`src/rtl/usb_in_packetizer_pkg.sv`:
```
// Shared types and width helpers for the USB IN packetizer.
// State encoding for the packetizer FSM and a counter-width helper.
package usb_in_packetizer_pkg;

  typedef enum logic [1:0] {
    ST_EMPTY = 2'd0,
    ST_HELD  = 2'd1,
    ST_SEND  = 2'd2
  } state_t;

  // Bits needed to hold the values 0..n-1, never less than one bit.
  function automatic int cnt_w(input int n);
    return (n < 2) ? 1 : $clog2(n);
  endfunction

endpackage

```
`src/rtl/usb_in_packetizer_if.sv`:
```
// FWFT fifo read side plus the valid/ready packet stream of the IN packetizer.
// master = packetizer view, slave = fifo/endpoint view.
interface usb_in_packetizer_if #(
  parameter int DATA_WIDTH = 8
);

  logic [DATA_WIDTH-1:0] fifo_data;
  logic                  fifo_empty;
  logic                  fifo_rd_en;
  logic [DATA_WIDTH-1:0] pkt_data;
  logic                  pkt_valid;
  logic                  pkt_last;
  logic                  pkt_ready;

  modport master (
    input  fifo_data,
    input  fifo_empty,
    input  pkt_ready,
    output fifo_rd_en,
    output pkt_data,
    output pkt_valid,
    output pkt_last
  );

  modport slave (
    output fifo_data,
    output fifo_empty,
    output pkt_ready,
    input  fifo_rd_en,
    input  pkt_data,
    input  pkt_valid,
    input  pkt_last
  );

endinterface

```
`src/rtl/usb_in_packetizer_idle_timer.sv`:
```
// Idle-cycle timer: clears on load, counts while enabled, flags terminal count TIMEOUT-1.
// The count saturates at terminal so a stalled enable cannot wrap back to zero.
module usb_in_packetizer_idle_timer
  import usb_in_packetizer_pkg::*;
#(
  parameter int TIMEOUT = 1000
) (
  input  logic clk,
  input  logic rst,
  input  logic clr,
  input  logic en,
  output logic tc
);

  localparam int            TW   = cnt_w(TIMEOUT);
  localparam logic [TW-1:0] TERM = TW'(TIMEOUT - 1);

  logic [TW-1:0] cnt;

  always_ff @(posedge clk) begin
    if (rst || clr) begin
      cnt <= '0;
    end else if (en && !tc) begin
      cnt <= cnt + TW'(1);
    end
  end

  assign tc = (cnt == TERM);

endmodule

```
`src/rtl/usb_in_packetizer.sv`:
```
// Frames FWFT fifo bytes into USB IN packets, holding back one byte so that
// pkt_last is known before the byte is offered (size limit or idle timeout).
module usb_in_packetizer
  import usb_in_packetizer_pkg::*;
#(
  parameter int DATA_WIDTH = 8,
  parameter int MAX_PKT    = 64,
  parameter int TIMEOUT    = 1000
) (
  input  logic                clk,
  input  logic                rst,
  usb_in_packetizer_if.master bus
);

  localparam int            CW      = cnt_w(MAX_PKT + 1);
  localparam logic [CW-1:0] MAX_CNT = CW'(MAX_PKT);

  state_t                state;
  logic [DATA_WIDTH-1:0] data_p0;
  logic                  last_p0;
  logic                  vld_p0;
  logic [CW-1:0]         beat_cnt;

  logic accept;
  logic pop;
  logic timer_en;
  logic timer_tc;

  assign accept = (state == ST_SEND) && bus.pkt_ready;
  assign pop    = !rst && !bus.fifo_empty && ((state == ST_EMPTY) || accept);

  // Only count idle cycles that would actually reach the timeout branch.
  assign timer_en = (state == ST_HELD) && (beat_cnt != MAX_CNT) && bus.fifo_empty;

  usb_in_packetizer_idle_timer #(
    .TIMEOUT (TIMEOUT)
  ) u_idle_timer (
    .clk (clk),
    .rst (rst),
    .clr (pop),
    .en  (timer_en),
    .tc  (timer_tc)
  );

  always_ff @(posedge clk) begin
    if (rst) begin
      state    <= ST_EMPTY;
      vld_p0   <= 1'b0;
      last_p0  <= 1'b0;
      data_p0  <= '0;
      beat_cnt <= '0;
    end else begin
      case (state)
        ST_EMPTY: begin
          if (!bus.fifo_empty) begin
            data_p0  <= bus.fifo_data;
            beat_cnt <= beat_cnt + CW'(1);
            state    <= ST_HELD;
          end
        end
        ST_HELD: begin
          // A waiting fifo word beats the timeout: the held byte is not final.
          if (beat_cnt == MAX_CNT) begin
            last_p0 <= 1'b1;
            vld_p0  <= 1'b1;
            state   <= ST_SEND;
          end else if (!bus.fifo_empty) begin
            last_p0 <= 1'b0;
            vld_p0  <= 1'b1;
            state   <= ST_SEND;
          end else if (timer_tc) begin
            last_p0 <= 1'b1;
            vld_p0  <= 1'b1;
            state   <= ST_SEND;
          end
        end
        ST_SEND: begin
          if (bus.pkt_ready) begin
            vld_p0 <= 1'b0;
            if (!bus.fifo_empty) begin
              data_p0  <= bus.fifo_data;
              beat_cnt <= last_p0 ? CW'(1) : beat_cnt + CW'(1);
              state    <= ST_HELD;
            end else begin
              if (last_p0) begin
                beat_cnt <= '0;
              end
              state <= ST_EMPTY;
            end
          end
        end
        default: begin
          vld_p0 <= 1'b0;
          state  <= ST_EMPTY;
        end
      endcase
    end
  end

  assign bus.fifo_rd_en = pop;
  assign bus.pkt_data   = data_p0;
  assign bus.pkt_valid  = vld_p0;
  assign bus.pkt_last   = last_p0;

endmodule

```
`src/flat_wrapper.sv`:
```
// flat-port wrapper written by rule: the top's interface ports become plain ports
module usb_in_packetizer_flat import usb_in_packetizer_pkg::*;
#(
  parameter int DATA_WIDTH = 8,
  parameter int MAX_PKT    = 64,
  parameter int TIMEOUT    = 1000
)
  (clk, rst, bus_fifo_data, bus_fifo_empty, bus_pkt_ready, bus_fifo_rd_en, bus_pkt_data, bus_pkt_valid, bus_pkt_last);
  usb_in_packetizer_if #(.DATA_WIDTH(DATA_WIDTH)) bus_i ();
  input  logic clk;
  input  logic rst;
  input wire logic [$bits(bus_i.fifo_data)-1:0] bus_fifo_data;
  input wire logic [$bits(bus_i.fifo_empty)-1:0] bus_fifo_empty;
  input wire logic [$bits(bus_i.pkt_ready)-1:0] bus_pkt_ready;
  output wire logic [$bits(bus_i.fifo_rd_en)-1:0] bus_fifo_rd_en;
  output wire logic [$bits(bus_i.pkt_data)-1:0] bus_pkt_data;
  output wire logic [$bits(bus_i.pkt_valid)-1:0] bus_pkt_valid;
  output wire logic [$bits(bus_i.pkt_last)-1:0] bus_pkt_last;
  assign bus_i.fifo_data = bus_fifo_data;
  assign bus_i.fifo_empty = bus_fifo_empty;
  assign bus_i.pkt_ready = bus_pkt_ready;
  assign bus_fifo_rd_en = bus_i.fifo_rd_en;
  assign bus_pkt_data = bus_i.pkt_data;
  assign bus_pkt_valid = bus_i.pkt_valid;
  assign bus_pkt_last = bus_i.pkt_last;
  usb_in_packetizer #(.DATA_WIDTH(DATA_WIDTH), .MAX_PKT(MAX_PKT), .TIMEOUT(TIMEOUT)) u_core (.clk(clk), .rst(rst), .bus(bus_i));
endmodule
```
`config.mk`:
```
export PLATFORM = sky130hd
export DESIGN_NAME = usb_in_packetizer_flat
export DESIGN_NICKNAME = d
export VERILOG_FILES = /design/src/rtl/usb_in_packetizer_pkg.sv /design/src/rtl/usb_in_packetizer_if.sv /design/src/rtl/usb_in_packetizer_idle_timer.sv /design/src/rtl/usb_in_packetizer.sv /design/src/flat_wrapper.sv
export SDC_FILE = /design/constraint.sdc
export NUM_CORES = 1
export LEC_CHECK = 0
export CAP_MARGIN = 20
export CORE_MARGIN = 2
export CORE_UTILIZATION = 56
export DETAILED_ROUTE_END_ITERATION = 12
export HOLD_SLACK_MARGIN = 0.1
export MAX_ROUTING_LAYER = met4
export PLACE_DENSITY = 0.82
export SYNTH_ARGS = -nofsm -noshare
export SYNTH_HDL_FRONTEND = slang
export SYNTH_SLANG_ARGS = --single-unit
```
`constraint.sdc`:
```
create_clock -name clk -period 2.5 [get_ports clk]
set_input_delay 0.5 -clock clk [delete_from_list [all_inputs] [get_ports clk]]
set_output_delay 0.5 -clock clk [all_outputs]
set_load 0.01 [all_outputs]
```
==> metrics.txt <==
status=complete, no violations; ratio of cells with drive above 1 in the final layout=14.2%; initial core utilization=between 50 and 60%; Slew headroom=61.6%; PD cells=~600 mW/mm²; Crit path required time=2000 ps; Seq cells post-synth=29; Hold Vio Cnt, Final=0; GRT overflow=0; GR Util All Layers=27.5%; Post-DP HPWL=2300 µm; Tot Pwr=1.04 mW; # clock sinks=29; chip width=53.8 µm; TritonCTS buffer count=5; P&R area growth vs syn=27.7%; crit-path max FO=2; vias in the first global route=1307; hold crit path type=register to register; yosys warns=0; Max-cap violations=0; WS Path Type=input port to output pin; post-cts gate resize count=1; Final Core Density=73.7%; # diodes=0; RSZ-0062 raised after global routing=false; pre-CTS setup slack=-29.9 ps; DRC=0; Longest Clk Path Bufs=2; post-synthesis sequential area ratio=roughly two fifths; Final Skew=17.1 ps; CP Launch Type=input port; Root Buffer=clkbuf_4; input/output buffers=22; fmax=0.443 GHz; Die Y=53.8 µm; via/cell ratio=~6; worst skew pair latency=340 ps; Netlist cell types=36; Synth Instances=163; DR pass1 iterations=4; Iter 0 DRT Violations=45; syn nets=178; VDD IR-drop max=around 0.00056 V; Final Critical Period=2260 ps; Post-DRT Antenna Nets=0; PnR worst setup slack=244 ps; Hold-fix buffers, CTS=0; first-pass GRT wire length=5510 µm; Final GP Congestion=0.782; Core ar.=0.00241 mm²; hold slack=464 ps; Non-Filler Instances=227; Post-CTS Setup Bufs=0; Via Count=1359; Mapped Area=0.00139 mm²; worst-margin pin slew=575 ps; NumNets Final=211; die area=between 0.002 and 0.003 mm²; CTS tree=built; dpl cells=219; synthesized area per cell=between 8 and 9 µm²; largest net degree at the start of global routing=15; final WL=about 3200 µm; final period utilization=90.2%; CP Capture Type=output pin; initial antenna violation count=0; Slew Viols, Final=0; Leak Pwr=0.632 nW; Arrival @ worst endpoint=~1800 ps; I/O pin cnt=23; count of final setup violators=0; Clock transition at path regs=approximately 80 ps; Routed WL per cell=14.2 µm; H-Tree Depth=2; Row Count=18
## worst max-delay path, stage by stage
cell and delay (ps):
clkdlybuf4s50_1 490, nor2b_1 70, or3_1 330, nor2_1 90
dlygate4sd2_1 270
## per-layer routing
| metal | track usage [%] | wire (µm) | vias up |
|---|---|---|---|
| met5 | - | 0 | - |
| met4 | 12.8 | 55 | 0 |
| met3 | 6.39 | 180 | 7 |
| met2 | 45.1 | 1610 | 49 |
| met1 | 31.5 | 1380 | 634 |
| li1 | - | - | 669 |
## flip-flops by register name, summed over array words and instances, names as in the netlist
register / cells
u_core.beat_cnt: 7
u_core.bus.pkt_data: 8
u_core.bus.pkt_last: 1
u_core.bus.pkt_valid: 1
u_core.state: 2
u_core.u_idle_timer.cnt: 10
## stage by stage
| stage | TNS (ps) | area [µm²] |
|---|---|---|
| finish | 0 | 1780 |
| global placement | -4.00 | 1690 |
| CTS | 0 | 1780 |
| detailed placement | -29.9 | 1690 |
| global route | 0 | 1780 |
| floorplan | 0 | 1390 |
## layout make-up
| class | count | area (µm²) |
|---|---|---|
| clock buffer | 6 | 51.3 |
| tap | 30 | 37.5 |
| timing repair buffer | 32 | 294 |
| fill | 169 | 633 |
| sequential | 29 | 581 |
| multi-input combinational | 120 | 746 |
| inverter | 8 | 30.0 |
| clock inverter | 2 | 37.5 |
## placed cells by master, fill, tap and decap left out, types with 2 or more instances in the layout
master,count
dfxtp_1,29
nand2_1,28
a21oi_1,21
clkdlybuf4s50_1,21
buf_4,10
inv_1,8
o31ai_1,8
or4_1,8
nand4_1,7
clkbuf_4,5
or3_1,4
nor2_1,4
o21ai_0,4
nand3_1,3
mux2i_1,3
ha_1,3
or4_4,2
o21ai_2,2
and3_1,2
nor3_1,2
nand2b_1,2
a21boi_0,2
a31o_2,2
o211ai_1,2
## synth_stat cells (all sizes together)
cell type,instances,area [µm²]
nor3,2,10.0
nor2b,1,6.26
buf,3,23.8
or2,1,6.26
nor2,4,15.0
a221oi,2,23.8
a21boi,2,15.0
nand2,28,105
or4,10,82.6
nand4,7,43.8
nand2b,2,12.5
xnor2,1,8.76
inv,8,30.0
nor4,1,12.5
o2111ai,1,8.76
a31o,2,17.5
a21oi,21,105
o31a,1,8.76
and3,2,12.5
mux2i,3,30.0
or3,4,25.0
nand3,3,15.0
ha,3,37.5
clkbuf,3,11.3
nor4b,1,15.0
dfxtp,29,581
o31ai,8,60.1
and2b,1,7.51
o21ai,6,37.5
nand4b,1,8.76
o211ai,2,15.0
## power breakdown
group	leakage [nW]	internal, mW	total, mW	switching, mW
Clock	0.0445	0.238	0.416	0.178
Sequential	0.236	0.478	0.490	0.0123
Combinational	0.352	0.0654	0.131	0.0654
## kinds of logic (layout without fill, tap and decap cells)
family / after synthesis / in the layout / share of synthesized area (%)
AO/OA/AOI/OAI: 45 / 45 / 21.0
XOR/XNOR: 1 / 1 / 0.630
adder cells (fa/ha/maj): 3 / 3 / 2.70
buffers and inverters: 14 / 48 / 4.68
flip-flops: 29 / 29 / 41.7
multiplexers: 3 / 3 / 2.16
AND/OR/NAND/NOR: 68 / 68 / 27.2
## final timing paths
check,start,endpoint,slack (ps),depth (start not counted)
max,bus_pkt_ready,bus_fifo_rd_en,240,5
min,u_core.bus.pkt_data[1],u_core.bus.pkt_data[1],460,2
max reg2reg,u_core.beat_cnt[2],u_core.bus.pkt_last,620,4
min reg2reg,u_core.bus.pkt_data[1],u_core.bus.pkt_data[1],460,2
No activity file was read; power rests on OpenSTA's default activity.
